**src/rtl/signal_filter_pkg.sv**
```systemverilog
// ============================================================================
// Module      : signal_filter_pkg
// Description : Shared constants and helpers for the button debounce filter.
// Revision    : 1.0 - initial release
// ============================================================================
`default_nettype none

package signal_filter_pkg;

  localparam int DEFAULT_CNT_WIDTH = 5;
  localparam int SYNC_STAGES       = 2;

  // Terminal value of a w-bit stability counter (2^w - 1).
  function automatic int unsigned terminal_count(input int w);
    return (32'd1 << w) - 32'd1;
  endfunction

endpackage

`default_nettype wire

```
**src/rtl/filter_sync.sv**
```systemverilog
// ============================================================================
// Module      : filter_sync
// Description : N-stage flop synchroniser, asynchronous active-low reset.
// Revision    : 1.0 - initial release
// ============================================================================
`default_nettype none

module filter_sync #(
  parameter int STAGES = 2
) (
  input  logic i_clk,
  input  logic i_rst_n,
  input  logic i_d,
  output logic o_q
);

  logic [STAGES-1:0] r_sync;

  always_ff @(posedge i_clk or negedge i_rst_n) begin
    if (!i_rst_n) begin
      r_sync <= '0;
    end else begin
      r_sync <= {r_sync[STAGES-2:0], i_d};
    end
  end

  assign o_q = r_sync[STAGES-1];

endmodule

`default_nettype wire

```
**src/rtl/signal_debounce_filter.sv**
```systemverilog
// ============================================================================
// Module      : signal_debounce_filter
// Description : Debounce filter; a level is accepted after 2^CNT_WIDTH stable
//               enabled samples. Define FILTER_EDGE_PULSE_EN for a rise pulse.
// Revision    : 1.0 - initial release
// ============================================================================
`default_nettype none

module signal_debounce_filter
  import signal_filter_pkg::*;
#(
  parameter int CNT_WIDTH = DEFAULT_CNT_WIDTH
) (
  input  logic CLK,
  input  logic RESET_N,
  input  logic CLOCK_ENABLE,
  input  logic IN_SIGNAL,
`ifdef FILTER_EDGE_PULSE_EN
  output logic OUT_SIGNAL_PULSE,
`endif
  output logic OUT_SIGNAL_ENABLE
);

  localparam logic [CNT_WIDTH-1:0] C_TERM = CNT_WIDTH'(terminal_count(CNT_WIDTH));

  logic                 w_sync;
  logic                 w_diff;
  logic                 w_term;
  logic                 w_accept;
  logic [CNT_WIDTH-1:0] r_cnt;
  logic                 r_out;

  filter_sync #(
    .STAGES (SYNC_STAGES)
  ) u_sync (
    .i_clk   (CLK),
    .i_rst_n (RESET_N),
    .i_d     (IN_SIGNAL),
    .o_q     (w_sync)
  );

  assign w_diff   = (w_sync != r_out);
  assign w_term   = (r_cnt == C_TERM);
  assign w_accept = w_diff && CLOCK_ENABLE && w_term;

  // Any sample matching the current output restarts the stability run.
  always_ff @(posedge CLK or negedge RESET_N) begin
    if (!RESET_N) begin
      r_cnt <= '0;
      r_out <= 1'b0;
    end else if (!w_diff) begin
      r_cnt <= '0;
    end else if (CLOCK_ENABLE) begin
      if (w_term) begin
        r_out <= w_sync;
        r_cnt <= '0;
      end else begin
        r_cnt <= r_cnt + 1'b1;
      end
    end
  end

  assign OUT_SIGNAL_ENABLE = r_out;

`ifdef FILTER_EDGE_PULSE_EN
  // High for exactly the first cycle in which the accepted level is 1.
  logic r_pulse;

  always_ff @(posedge CLK or negedge RESET_N) begin
    if (!RESET_N) begin
      r_pulse <= 1'b0;
    end else begin
      r_pulse <= w_accept && w_sync;
    end
  end

  assign OUT_SIGNAL_PULSE = r_pulse;
`else
  logic w_unused;
  assign w_unused = w_accept;
`endif

endmodule

`default_nettype wire

```
**config.mk**
```make
export PLATFORM = sky130hd
export DESIGN_NAME = signal_debounce_filter
export DESIGN_NICKNAME = d
export VERILOG_FILES = /design/src/rtl/signal_filter_pkg.sv /design/src/rtl/filter_sync.sv /design/src/rtl/signal_debounce_filter.sv
export SDC_FILE = /design/constraint.sdc
export NUM_CORES = 1
export LEC_CHECK = 0
export CAP_MARGIN = 20
export CORE_AREA = 10 10 47 49
export CTS_BUF_LIST = sky130_fd_sc_hd__clkbuf_16
export DETAILED_ROUTE_END_ITERATION = 10
export DIE_AREA = 0 0 57 59
export HOLD_SLACK_MARGIN = 0.08
export SLEW_MARGIN = 15
export SYNTH_ARGS = -nofsm -noshare
export SYNTH_HDL_FRONTEND = slang
export SYNTH_SLANG_ARGS = --single-unit
```
**constraint.sdc**
```tcl
create_clock -name CLK -period 1.9 [get_ports CLK]
set_input_delay 0.285 -clock CLK [delete_from_list [all_inputs] [get_ports CLK]]
set_output_delay 0.285 -clock CLK [all_outputs]
set_load 0.005 [all_outputs]
```
==> metrics.txt <==
antenna violations before repair=0; CP Max Fanout=5; Final Slew Violations=0; largest area contributor in the netlist=dfrtp_1; final hold violations=0; Max rail drop VDD=slightly above 600 uV; crit share post-route=0.874; PortBufs=4; placed insts=50; Synth Cell Area=374 um2; largest net degree at the start of global routing=10; setup TNS=0 ps; final setup vio count=0; skew final=roughly 0.6 ps; core area=roughly 1400 um2; Leak=0.230 nW; Die X=57 um; Reg area=~200 um2; cells resized by post-CTS repair=0; Hold Buf Count CTS=0; #FFs+latches synth=8; worst path cell trace=ha_1, and3_1, ha_1, or3b_1, a21oi_2; Crit path max-delay family=simple AND/OR/NAND/NOR gates; Tot GR Track Use=0.0390; CTS Buf Count=3; CTS tree=built; status=complete, no violations; syn_area_per_cell=12.1 um2; Vias/cell=~4.7; post-CTS setup buffer count=0; Initial Util=0.267; GR Overflow Total=0; Die Area=3360 um2; height of the die=59 um; vias in the first global route=between 200 and 250; CP Class=flop to flop; number of warnings issued by yosys=0; Core Rows=14; Netlist cell types=18; number of I/O pins=5; synth cell count leaders=8 x dfrtp_1, 3 x nor2_1; Main synth FF type=dfrtp_1; CP peak stage delay=slightly above 400 ps; Buf/Inv on CP=0; CTS Buffer Depth=2; Worst EP arrival=1820 ps; H-tree levels=1; Rel. slew slack=0.706; routability cong.=roughly 0.76; slowest CP cell=dfrtp_1; Avg WL per Cell=around 11 um; vias post-DR=250; WL final=~600 um; Final Net Count=45; Post-DRT Antenna Nets=0; minimum clock period after layout=~1700 ps; HPWL Detailed=444 um; antenna cell count=0; multi-input logic area=163 um2; Tightest Pin Transition=approximately 440 ps; post-route insts no fill=53; Reg clk slew, reported paths=around 40 ps; largest cells by area after synthesis=dfrtp_1 54%, ha_1 6.7%, mux2i_1 5.4%; Seq/Total Area, Yosys=0.535; power per cell area=1110 nW/um2; Post-synth EDFFs=0; layout cell share with drive strength beyond 1=0.108; FILL cells=between 100 and 150; asr flop ratio synth=1.00; RSZ-0062 raised after global routing=false; CP Capture Type=flop; TritonCTS Sinks=8; area growth from synthesis to layout=33.1%; Worst setup SP type=flop; later-pin clock latency in the skew report=230 ps; top cell type's share of synthesized area=0.535; cell count after synthesis=31; first-pass GRT wire length=approximately 980 um; DR iter-0 viols=3; CTS root buffer=clkbuf_16; Max Cap Violations=0; Top cell by count, worst path=ha_1; Detailed Routing Iterations Pass 1=4; worst hold path class=input port to asynchronous set/reset pin; most numerous cell in the Yosys netlist=dfrtp_1; critical path required time=between 2000 and 2500 ps; Peak Freq=between 600 and 700 MHz; DRC=0; syn nets=37
-- stage by stage --
step,power [mW],util,instance area [um2],hold slack (ps),worst slack [ps]
floorplan,0.198,-,374,-10.6,332
global placement,0.208,0.302,423,343,259
detailed placement,0.208,0.302,423,340,255
CTS,0.560,0.355,498,340,242
global route,0.570,0.355,498,346,155
finish,0.554,0.355,498,326,240
-- metal layers --
metal | global-route usage | part of all wire | up-vias
li1 | - | - | 124
met1 | 0.0360 | 0.47 | 117
met2 | 0.0558 | 0.44 | 6
met3 | 0.0129 | 0.030 | 3
met4 | 0.0604 | 0.051 | 0
met5 | 0 | 0 | -
-- registers in the layout, summed over array words and instances (netlist names) --
signal and count:
u_sync.r_sync 2, r_cnt 5, OUT_SIGNAL_ENABLE 1
-- power breakdown --
| part | internal (mW) | switching, mW |
|---|---|---|
| combinational | 0.0125 | 0.0115 |
| sequential | 0.177 | 0.00474 |
| clock | 0.271 | 0.0777 |
-- placed cells by master (no fill, tap or decap) --
master | netlist | final
o21ai_0 | 1 | 1
nand2_1 | 1 | 1
and3_1 | 1 | 1
nor3b_1 | 1 | 1
mux2_1 | 1 | 1
ha_1 | 2 | 2
a21oi_2 | 1 | 1
a21oi_1 | 2 | 2
nand4_1 | 2 | 2
xnor2_1 | 1 | 1
or3b_1 | 1 | 1
clkdlybuf4s50_1 | 0 | 4
nor2_1 | 3 | 3
nand2b_1 | 1 | 1
clkbuf_16 | 0 | 3
mux2i_1 | 2 | 2
dfrtp_1 | 8 | 8
nand3_1 | 1 | 1
and4bb_1 | 1 | 1
-- area by class of cell --
cell class                 count  area share
tap                           16      0.0402
clock buffer                   3       0.151
timing repair buffer           4      0.0804
multi-input combinational     22       0.327
sequential                     8       0.402
-- kinds of logic after synthesis --
logic type / after synthesis / share of synthesized area
AND/OR/NAND/NOR: 12 / 0.197
buffers and inverters: 1 / 0.0301
multiplexers: 3 / 0.0836
XOR/XNOR: 1 / 0.0234
AO/OA/AOI/OAI: 4 / 0.0635
flip-flops: 8 / 0.535
adder cells (fa/ha/maj): 2 / 0.0669
-- path summary, 6_finish.rpt --
path / slack (ps) / from / endpoint / depth (start not counted)
min in group CLK: 350 / u_sync.r_sync[0] / u_sync.r_sync[1] / 0
setup reg to reg: 240 / r_cnt[0] / r_cnt[0] / 5
hold reg to reg: 350 / u_sync.r_sync[0] / u_sync.r_sync[1] / 0
setup / recovery: 240 / r_cnt[0] / r_cnt[0] / 5
max in group asynchronous: 1330 / RESET_N / r_cnt[4] / 1
hold / removal: 330 / RESET_N / r_cnt[3] / 1
Power figures use the tool's default switching activity.
==> edit, RTL diff (same settings) <==
Change the package constant `SYNC_STAGES` from 2 to 4.
--- a/src/rtl/signal_filter_pkg.sv
+++ b/src/rtl/signal_filter_pkg.sv
@@ -10,3 +10,3 @@
   localparam int DEFAULT_CNT_WIDTH = 5;
-  localparam int SYNC_STAGES       = 2;
+  localparam int SYNC_STAGES       = 4;
 
Behaviour: same outputs for any inputs over 10 cycles, from zero or initial values and one cycle with RESET_N low; that may be too few to reach the edited logic, so the function may still have changed.
==> edit against the original RTL <==
  * First-iteration DRC count is 33% higher
  * Sequential power is 25% higher
  * Sequential cell count is 2 higher
  * Power is 9.6% higher
  * Synthesized area is 13% higher
  * Worst setup slack better by 0.0059 ns
  * Fmax is 0.36% higher
  * Design area is 10% higher
  * Final cell count is 3.8% higher
  * Routed wire length is 23% higher
  * Core utilization is 3.6 points higher
  * Clock power is 2% higher
  * Critical endpoint unchanged
  * Highest routed layer unchanged
  * Global-route usage is 1.6 points higher
==> edit: results (changes against the original RTL) <==
Run status
  – Outcome: finished clean

Logic synthesis
  – Yosys synthesis warning count: 0 (unchanged)
  – Register area share after synthesis: 0.590 (+0.0549)
  – Synth top cells by count: sky130_fd_sc_hd__dfrtp_1 (10), sky130_fd_sc_hd__nor2_1 (3)
  – Largest cells by area after synthesis: sky130_fd_sc_hd__dfrtp_1 (59%), sky130_fd_sc_hd__ha_1 (5.9%), sky130_fd_sc_hd__mux2i_1 (4.7%)
  – Share of flip-flops with an asynchronous set or reset after synthesis: 1.00 (unchanged)
  – Number of nets in the synthesized netlist: 39 (+5.4%)
  – Synth cell types: 18 (unchanged)

Setup path
  – Max stage delay on crit path: 0.40 ns
  – Crit path DAT: 1.82 ns (about the same)
  – Maximum net fanout on the critical path: 5 (unchanged)
  – Register-to-register path setup slack: 0.25 ns
  – Library cell contributing the largest single delay on the critical path: sky130_fd_sc_hd__dfrtp_1
  – Critical register-to-register path endpoint: r_cnt[0]

Layout
  – Count of nets after finishing: 47 (+4.4%)
  – Top register by number of flip-flops: r_cnt
  – Antenna diode instance count: 0 (unchanged)
  – Ratio of cells with drive above 1 in the final layout: 0.103 (-0.00554)
  – Number of fillers in the final layout: 138 (-1.4%)
  – Largest register FFs: 5 (unchanged)

Power and ir drop
  – Pleak: 0.254 nW (+10%)
  – Worst vdd ir: 0.556 mV (-8.0%)

GRT
  – Overall routing resource usage: 0.0548 (+0.0157)
  – Number of global-route vias before repair: 310 (+29%)
  – Initial antenna violation count: 0 (unchanged)
  – Largest net degree at the start of global routing: 11 (+1)
  – Global-route wire length before repair: 1340 um (+37%)

Clock tree
  – Post-CTS Repair Setup Buffers: 0 (unchanged)
  – TritonCTS buffer count: 3 (unchanged)
  – Clock network latency to the later pin of the worst-skew pair: 0.23 ns (about the same)
  – Master cell of the clock root buffer: sky130_fd_sc_hd__clkbuf_16
  – Clock-pin transition on the worst setup and hold timing paths: 0.04 ns (about the same)
  – Post_cts resized: 0 (unchanged)
  – Maximum level of the CTS H-tree: 1 (unchanged)

Detailed routing
  – Number of iterations in the first detailed-routing pass: 3 (-1)
  – Total number of vias: 276 (+10%)
  – Starting DRC count in detailed routing: 4 (+1)
  – Total wire length: 739 um (+23%)

Timing
  – Worst hold-check slack: 0.358 ns (+0.0317 ns)
  – Worst Max-Slew Pin Slew: 0.452 ns (+0.0142 ns)
  – Worst clock skew on the final layout: 0.000973 ns (+0.000389 ns)

Placement
  – Routability congestion estimate: 0.747 (-1.5%)
## edit: cell count changes after synthesis
cell,unedited run,this run
sky130_fd_sc_hd__dfrtp_1,8,10
## edit: layer usage
| layer | part of all wire | track usage |
|---|---|---|
| met2 | 0.47 | 0.0760 |
| met3 | 0.045 | 0.0322 |
| met4 | 0.046 | 0.0604 |
| met5 | 0 | 0 |
| met1 | 0.44 | 0.0531 |
## edit: worst max path at each step
stage | cells after the start | startpoint | slack (ns) | endpoint
2_1_floorplan | 5 | r_cnt[0] | 0.33 | r_cnt[0]
3_3_place_gp | 5 | r_cnt[0] | 0.29 | r_cnt[0]
3_5_place_dp | 5 | r_cnt[0] | 0.25 | r_cnt[0]
4_1_cts | 5 | r_cnt[0] | 0.24 | r_cnt[0]
5_1_grt | 5 | r_cnt[0] | 0.16 | r_cnt[0]
6_report | 5 | r_cnt[0] | 0.25 | r_cnt[0]
## edit: logic make-up after synthesis
group / count (synthesis) / synth area share
mux: 3 / 0.0737
fa+ha+maj: 2 / 0.0590
flops: 10 / 0.590
compound gates: 4 / 0.0560
simple gates: 12 / 0.174
buf+inv: 1 / 0.0265
xor+xnor: 1 / 0.0207
## edit: power by group
group	internal, mW	switching (mW)
sequential	0.222	0.00552
clock	0.271	0.0833
combinational	0.0126	0.0124
## edit: final cells by class
class / instances / area [sq um] / area share
Timing Repair Buffer: 4 / 40.0 / 0.0731
Sequential cell: 10 / 250 / 0.457
Tap cell: 16 / 20.0 / 0.0365
Clock buffer: 3 / 75.1 / 0.137
Multi-Input combinational cell: 22 / 163 / 0.297
## edit: per-stage QoR
step,area [sq um],instances,setup WS [ns]
final,548,55,0.246
after detailed placement,473,52,0.255
after global placement,473,52,0.286
after global routing,548,55,0.160
after CTS,548,55,0.238
after floorplan,424,33,0.332
